===== src/rtl/if_stage.sv =====
// Instruction-fetch stage: owns the PC, drives the instruction memory address
// and registers the returned word into the IF/ID slot.
//
// Ports:
//   clk, rst                 clock, synchronous active-high reset
//   stall_i, flush_i         hazard-unit hold / squash of the IF/ID slot
//   redirect_i, redirect_pc_i  taken branch/jump and its target
//   iaddr_o, idata_i         instruction memory address / returned word
//   ifid_instr_o, ifid_pc_o, ifid_pc4_o  registered instruction, PC, PC+4
//   ifid_valid_o, ifid_fault_o  slot holds a real instruction / fault bubble
//   halted_o                 fetch is halted after a fault
module if_stage #(
  parameter logic [31:0] RESET_PC   = 32'h0000_0000,
  parameter logic [32:0] IMEM_BYTES = 33'd1024
) (
  input  logic        clk,
  input  logic        rst,
  input  logic        stall_i,
  input  logic        flush_i,
  input  logic        redirect_i,
  input  logic [31:0] redirect_pc_i,
  output logic [31:0] iaddr_o,
  input  logic [31:0] idata_i,
  output logic [31:0] ifid_instr_o,
  output logic [31:0] ifid_pc_o,
  output logic [31:0] ifid_pc4_o,
  output logic        ifid_valid_o,
  output logic        ifid_fault_o,
  output logic        halted_o
);

  localparam logic RUN  = 1'b0;
  localparam logic HALT = 1'b1;

  logic        state;
  logic [31:0] pc;
  logic [31:0] pc4;
  logic [32:0] limit;
  logic        fault;
  logic        halting;

  // The limit is 33 bits wide so a 4 GiB memory disables the range check.
  assign limit   = IMEM_BYTES - 33'd4;
  assign pc4     = pc + 32'd4;
  assign fault   = (pc[1:0] != 2'b00) | ({1'b0, pc} > limit);
  assign halting = (state == RUN) & fault & ~stall_i
                 & ~redirect_i & ~flush_i;

  assign iaddr_o  = pc;
  assign halted_o = (state == HALT);

  always_ff @(posedge clk) begin
    if (rst) begin
      pc <= RESET_PC;
    end else if (redirect_i) begin
      pc <= redirect_pc_i;
    end else if ((state == HALT) | stall_i | fault) begin
      pc <= pc;
    end else begin
      pc <= pc4;
    end
  end

  always_ff @(posedge clk) begin
    if (rst) begin
      state <= RUN;
    end else if (redirect_i) begin
      state <= RUN;
    end else if (halting) begin
      state <= HALT;
    end
  end

  always_ff @(posedge clk) begin
    if (rst | redirect_i | flush_i) begin
      ifid_instr_o <= 32'h0;
      ifid_pc_o    <= 32'h0;
      ifid_pc4_o   <= 32'h0;
      ifid_valid_o <= 1'b0;
      ifid_fault_o <= 1'b0;
    end else if (state == HALT) begin
      ifid_instr_o <= 32'h0;
      ifid_pc_o    <= 32'h0;
      ifid_pc4_o   <= 32'h0;
      ifid_valid_o <= 1'b0;
      ifid_fault_o <= 1'b0;
    end else if (stall_i) begin
      ifid_instr_o <= ifid_instr_o;
      ifid_pc_o    <= ifid_pc_o;
      ifid_pc4_o   <= ifid_pc4_o;
      ifid_valid_o <= ifid_valid_o;
      ifid_fault_o <= ifid_fault_o;
    end else if (fault) begin
      // Fault marker: pulses once, HALT turns the slot into a bubble after.
      ifid_instr_o <= 32'h0;
      ifid_pc_o    <= pc;
      ifid_pc4_o   <= pc4;
      ifid_valid_o <= 1'b0;
      ifid_fault_o <= 1'b1;
    end else begin
      ifid_instr_o <= idata_i;
      ifid_pc_o    <= pc;
      ifid_pc4_o   <= pc4;
      ifid_valid_o <= 1'b1;
      ifid_fault_o <= 1'b0;
    end
  end

endmodule


===== config.mk =====
export PLATFORM = sky130hd
export DESIGN_NAME = if_stage
export DESIGN_NICKNAME = d
export VERILOG_FILES = /design/src/rtl/if_stage.sv
export SDC_FILE = /design/constraint.sdc
export NUM_CORES = 1
export LEC_CHECK = 0
export CORE_ASPECT_RATIO = 1.4
export CORE_UTILIZATION = 40
export CTS_CLUSTER_SIZE = 40
export DETAILED_ROUTE_END_ITERATION = 16
export GPL_TIMING_DRIVEN = 0
export MAX_ROUTING_LAYER = met4
export PLACE_DENSITY_LB_ADDON = 0.08
export SYNTH_ARGS = -nofsm -noshare
export SYNTH_HDL_FRONTEND = slang
export SYNTH_SLANG_ARGS = --single-unit

===== constraint.sdc =====
create_clock -name clk -period 1.7 [get_ports clk]
set_input_delay 0.34 -clock clk [delete_from_list [all_inputs] [get_ports clk]]
set_output_delay 0.34 -clock clk [all_outputs]
set_load 0.05 [all_outputs]

## Word level (Yosys, flattened, before mapping)

Index checks and enable logic that the tools add are counted.
W data, S select, Z words.

- Mux-type cells: 5
- Bitwise operators: 13
- Eq/ne operators: 1
- Reduce and logical (&&, ||, !) cells: 3
- Add/sub/neg operators: 1
- Order comparisons: 1

Operators by type and width:

| operator | count |
|---|---|
| $mux W32 | 3 |
| $add A32 B3 Y32 const B | 1 |
| $gt A32 B10 Y1 const B | 1 |
| $or A1 B1 Y1 | 5 |
| $and A1 B1 Y1 | 4 |
| $not A1 Y1 | 4 |
| $reduce_or A2 Y1 | 2 |
| $mux W1 | 2 |
| $ne A2 B2 Y1 const B | 1 |
| $reduce_bool A2 Y1 | 1 |

- Input port bits: 69
- Output and inout port bits: 131
- Flip-flop bits (word level): 131
- Word-level logic and storage cells: 31

## Depth between registers and ports, before layout

- Depth in word-level cells: 6
- Gate-level depth with buffers: 7
- Gate-level depth less buffers: 5

## Least setup slack after synthesis

Ideal clock, no wire load.

- Path kind: register to register
- Start: reg pc[16] (netlist: iaddr_o[16])
- End: reg ifid_pc4_o[31]
- Period minus slack after synthesis: 2.237 ns
- Data required time: 1.626 ns
- Setup time: 0.074 ns
- Setup slack: -0.537 ns
- Arrival time: 2.163 ns
- Path buffers: 1
- Stages on the path, launching flop included: 6
- Cell sequence: dfxtp_1 -> buf_2 -> nand4_2 -> or4_1 -> or4_1 -> a31oi_1

- Longest elaborated chain between the ends: 1

Ends and longest elaborated chain:

| element | line | source |
|---|---|---|
| from (decl) | 36 | `logic [31:0] pc;` |
| from (signal assigned) | 56 | `pc <= redirect_pc_i;` |
| from (signal assigned) | 58 | `pc <= pc;` |
| from (signal assigned) | 60 | `pc <= pc4;` |
| $add A32 B3 Y32 | 44 | `assign pc4 = pc + 32'd4;` |
| to (signal assigned) | 90 | `ifid_pc4_o <= ifid_pc4_o;` |
| to (signal assigned) | 97 | `ifid_pc4_o <= pc4;` |
| to (signal assigned) | 103 | `ifid_pc4_o <= pc4;` |
| to (decl) | 26 | `output logic [31:0] ifid_pc4_o,` |

Every way passes these cells.
A chain may end at the register's enable or synchronous reset.

## Worst setup path after layout

- Start: reg pc[10] (netlist: iaddr_o[10])
- End: reg ifid_pc4_o[31]

The elaborated chain is that of the path after synthesis.

==> run metrics <==
status finished, violations left; violated checks negative setup slack; length of the first detailed-routing pass in iterations 5; count leader, synth dfxtp_1; Post-Synthesis Cell Area 0.00549 mm²; final hold vios 0; Worst setup SP type register; Clock Root Buffer clkbuf_16; DRT iter0 DRCs 281; worst hold slack 0.366 ns; DRC violations left 0; clock slew at reported path FFs 0.06 ns; synth top area cells dfxtp_1 (47%), mux2i_1 (9.5%), nand4_1 (5.0%); CP max stage cell or4_4; Min-Delay Path Class in -> reg; H-tree Lvls 4; relative slew slack 40.3%; most area-hungry cell type in the Yosys netlist dfxtp_1; Maximum Capacitance Violations 0; cell count after synthesis 641; crit path DAT 2.23 ns; cell row count 50; # fillers 1171; Comb pwr share 15.4%; critical path buffer and inverter count 1; grt ovf 0; PwrDens 922 mW/mm²; Final period util 111%; Yosys warning count 0; GRT Overall Usage 28.3%; CTS tree done; leakage 3.75 nW; port bufs 197; Unique masters post-synth 42; Net Sw Frac 26.8%; ys async rst share 0%; worst-path cell chain buf_8 > nand4_1 > or4_4 > or4_1 > a31oi_1; Die Span X 101 µm; ys flop type dfxtp_1; # diodes 0; RSZ-0062 raised after global routing true; DR WL/cell 18.3 µm; Final Skew 0.00860 ns; Setup Viol. Count Final 48; Power, Total 8.43 mW; Mapped Avg Cell Area 8.56 µm²; Peak VDD IR 638 µV; Syn Nets 711; Detail Route Antenna Nets 0; Layout Area Growth over Synthesis 66.4%; TritonCTS Buffers 17; Power Internal 6.17 mW; f_max 530 MHz; vias per std cell 5.51; pin count of the biggest net entering global routing 17; via count 5925; IO Count 200; area of the multi-input gates 0.00294 mm²; core area 0.0134 mm²; CP delay by family, top simple AND/OR/NAND/NOR gates; wire length of the first global-routing pass 30.0 mm; CTS Sinks 129; crit-path max FO 5; CTS max path bufs 2; clk_lat worst skew 0.42 ns; nets 951; CP Class reg -> reg; sequential share of the synthesized area 47.0%; Post-synth EDFFs 0; total die area 0.0142 mm²; WP data required 2.04 ns; fin worst setup slack -0.188 ns; Crit path largest cell delay 0.60 ns; top cells by count, synth dfxtp_1 (129), nor2_1 (72), nand2_1 (59); final WL 19.7 mm; min Tclk post-route 1.89 ns; Final Max Slew Viols 0; Slew @ Worst Pin 0.896 ns; CP Capture Type register; Register Area 0.00267 mm²; Initial Util 41.0%; Switching Power 2.26 mW; Reg power frac 38.0%; Placer Congestion 0.837; vias in the first global route 5831; Yosys reg bits 129; top-area cell type share of the netlist area 47.0%; Clk pwr share 46.7%; initial antenna violation count 0; Post-DP HPWL 13.5 mm; share of cells above drive strength 1 22.7%; DIE HEIGHT 141 µm
==> metal layers <==
metal  vias to the layer above  global-route usage, %  wire length [µm]
met3                        51                   6.05              1410
met1                      2801                   30.3              7530
met4                         0                   16.2               773
met2                       285                   47.9              9990
met5                         -                      -                 0
li1                       2788                      -                 -
==> worst min-delay path: stages <==
cell and delay (ns):
clkbuf_2 0.16, nor2_1 0.15, a2111oi_2 0.08
==> sequential cells by signal (all words and copies together), names as in the netlist <==
| register | count |
|---|---|
| ifid_instr_o | 32 |
| halted_o | 1 |
| ifid_pc4_o | 30 |
| iaddr_o | 32 |
| ifid_valid_o | 1 |
| ifid_pc_o | 32 |
| ifid_fault_o | 1 |
==> layout by cell type, fill, tap and decap left out, drive strengths merged, types with 3 or more instances in the layout <==
| master | count |
|---|---|
| bufinv | 3 |
| clkinvlp | 3 |
| clkdlybuf4s15 | 17 |
| inv | 10 |
| a211oi | 6 |
| and3 | 3 |
| nor2b | 3 |
| a21oi | 47 |
| nand4 | 45 |
| nor4 | 14 |
| xnor2 | 9 |
| dfxtp | 129 |
| nor3 | 8 |
| nor3b | 3 |
| o21ai | 31 |
| nor2 | 72 |
| clkdlybuf4s50 | 65 |
| clkbuf | 71 |
| and4 | 6 |
| o211ai | 5 |
| buf | 53 |
| dlygate4sd2 | 105 |
| nand2 | 59 |
| a31oi | 11 |
| a32oi | 3 |
| o31ai | 6 |
| or3 | 8 |
| mux2i | 52 |
| nand3 | 20 |
| or4 | 5 |
==> cell type report <==
type                    count  share of cell area, %
plain buffers              64                   5.78
clock buffers              22                   5.44
clock inverters            10                   1.59
inverters                   7                  0.288
multi-input cells         437                   32.2
flip-flops and latches    129                   29.2
well taps                 182                   2.49
repair buffers            225                   23.0
==> repair_timing <==
item | 4_1_cts | 5_1_grt
pin swaps | 64 | 29
hold buffers | 0 | 0
endpoints found under the hold margin | 0 | 0
buffers inserted | 18 | 7
resized for setup | 236 | 73
gates cloned | 4 | 0
setup endpoints to repair | 234 | 77
==> logic make-up (layout without fill, tap and decap cells) <==
kind of cell | after synthesis | in the layout | synth area share [%]
compound gates | 120 | 120 | 12.9
xor+xnor | 11 | 11 | 1.76
fa+ha+maj | 1 | 1 | 0.228
buf+inv | 75 | 328 | 5.70
flops | 129 | 129 | 47.0
mux | 52 | 52 | 9.48
simple gates | 253 | 253 | 22.9
==> worst paths after layout <==
check | slack [ns] | endpoint | from | cells after the start
hold / removal | 0.37 | iaddr_o[3]$_SDFFE_PP0P_ | redirect_i | 3
setup / recovery | -0.19 | ifid_pc4_o[31]$_SDFFE_PP0N_ | iaddr_o[10]$_SDFFE_PP0P_ | 5
hold reg to reg | 0.46 | ifid_pc_o[26]$_SDFFE_PP0N_ | ifid_pc_o[26]$_SDFFE_PP0N_ | 2
setup reg to reg | -0.19 | ifid_pc4_o[31]$_SDFFE_PP0N_ | iaddr_o[10]$_SDFFE_PP0P_ | 5
==> per-stage QoR <==
step	cells	cell area [µm²]	setup WS, ns	TNS, ns	util [%]
after floorplan	641	5690	-0.153	-0.951	-
after global placement	1020	7890	-0.630	-55.04	58.9
after detailed placement	1020	7890	-0.635	-56.86	58.9
after CTS	1073	8950	-0.131	-1.90	66.8
after global routing	1076	9140	-0.245	-6.72	68.2
final	1076	9140	-0.188	-3.83	68.2
==> power by group through the flow <==
stage,registers [mW],logic (mW),clock network [mW]
5_1_grt,3.21,1.36,4.13
4_1_cts,3.19,1.26,3.98
2_1_floorplan,3.48,0.456,0
3_5_place_dp,3.25,1.16,0
3_3_place_gp,3.24,1.15,0
6_report,3.20,1.30,3.93
Power figures use the tool's default switching activity.
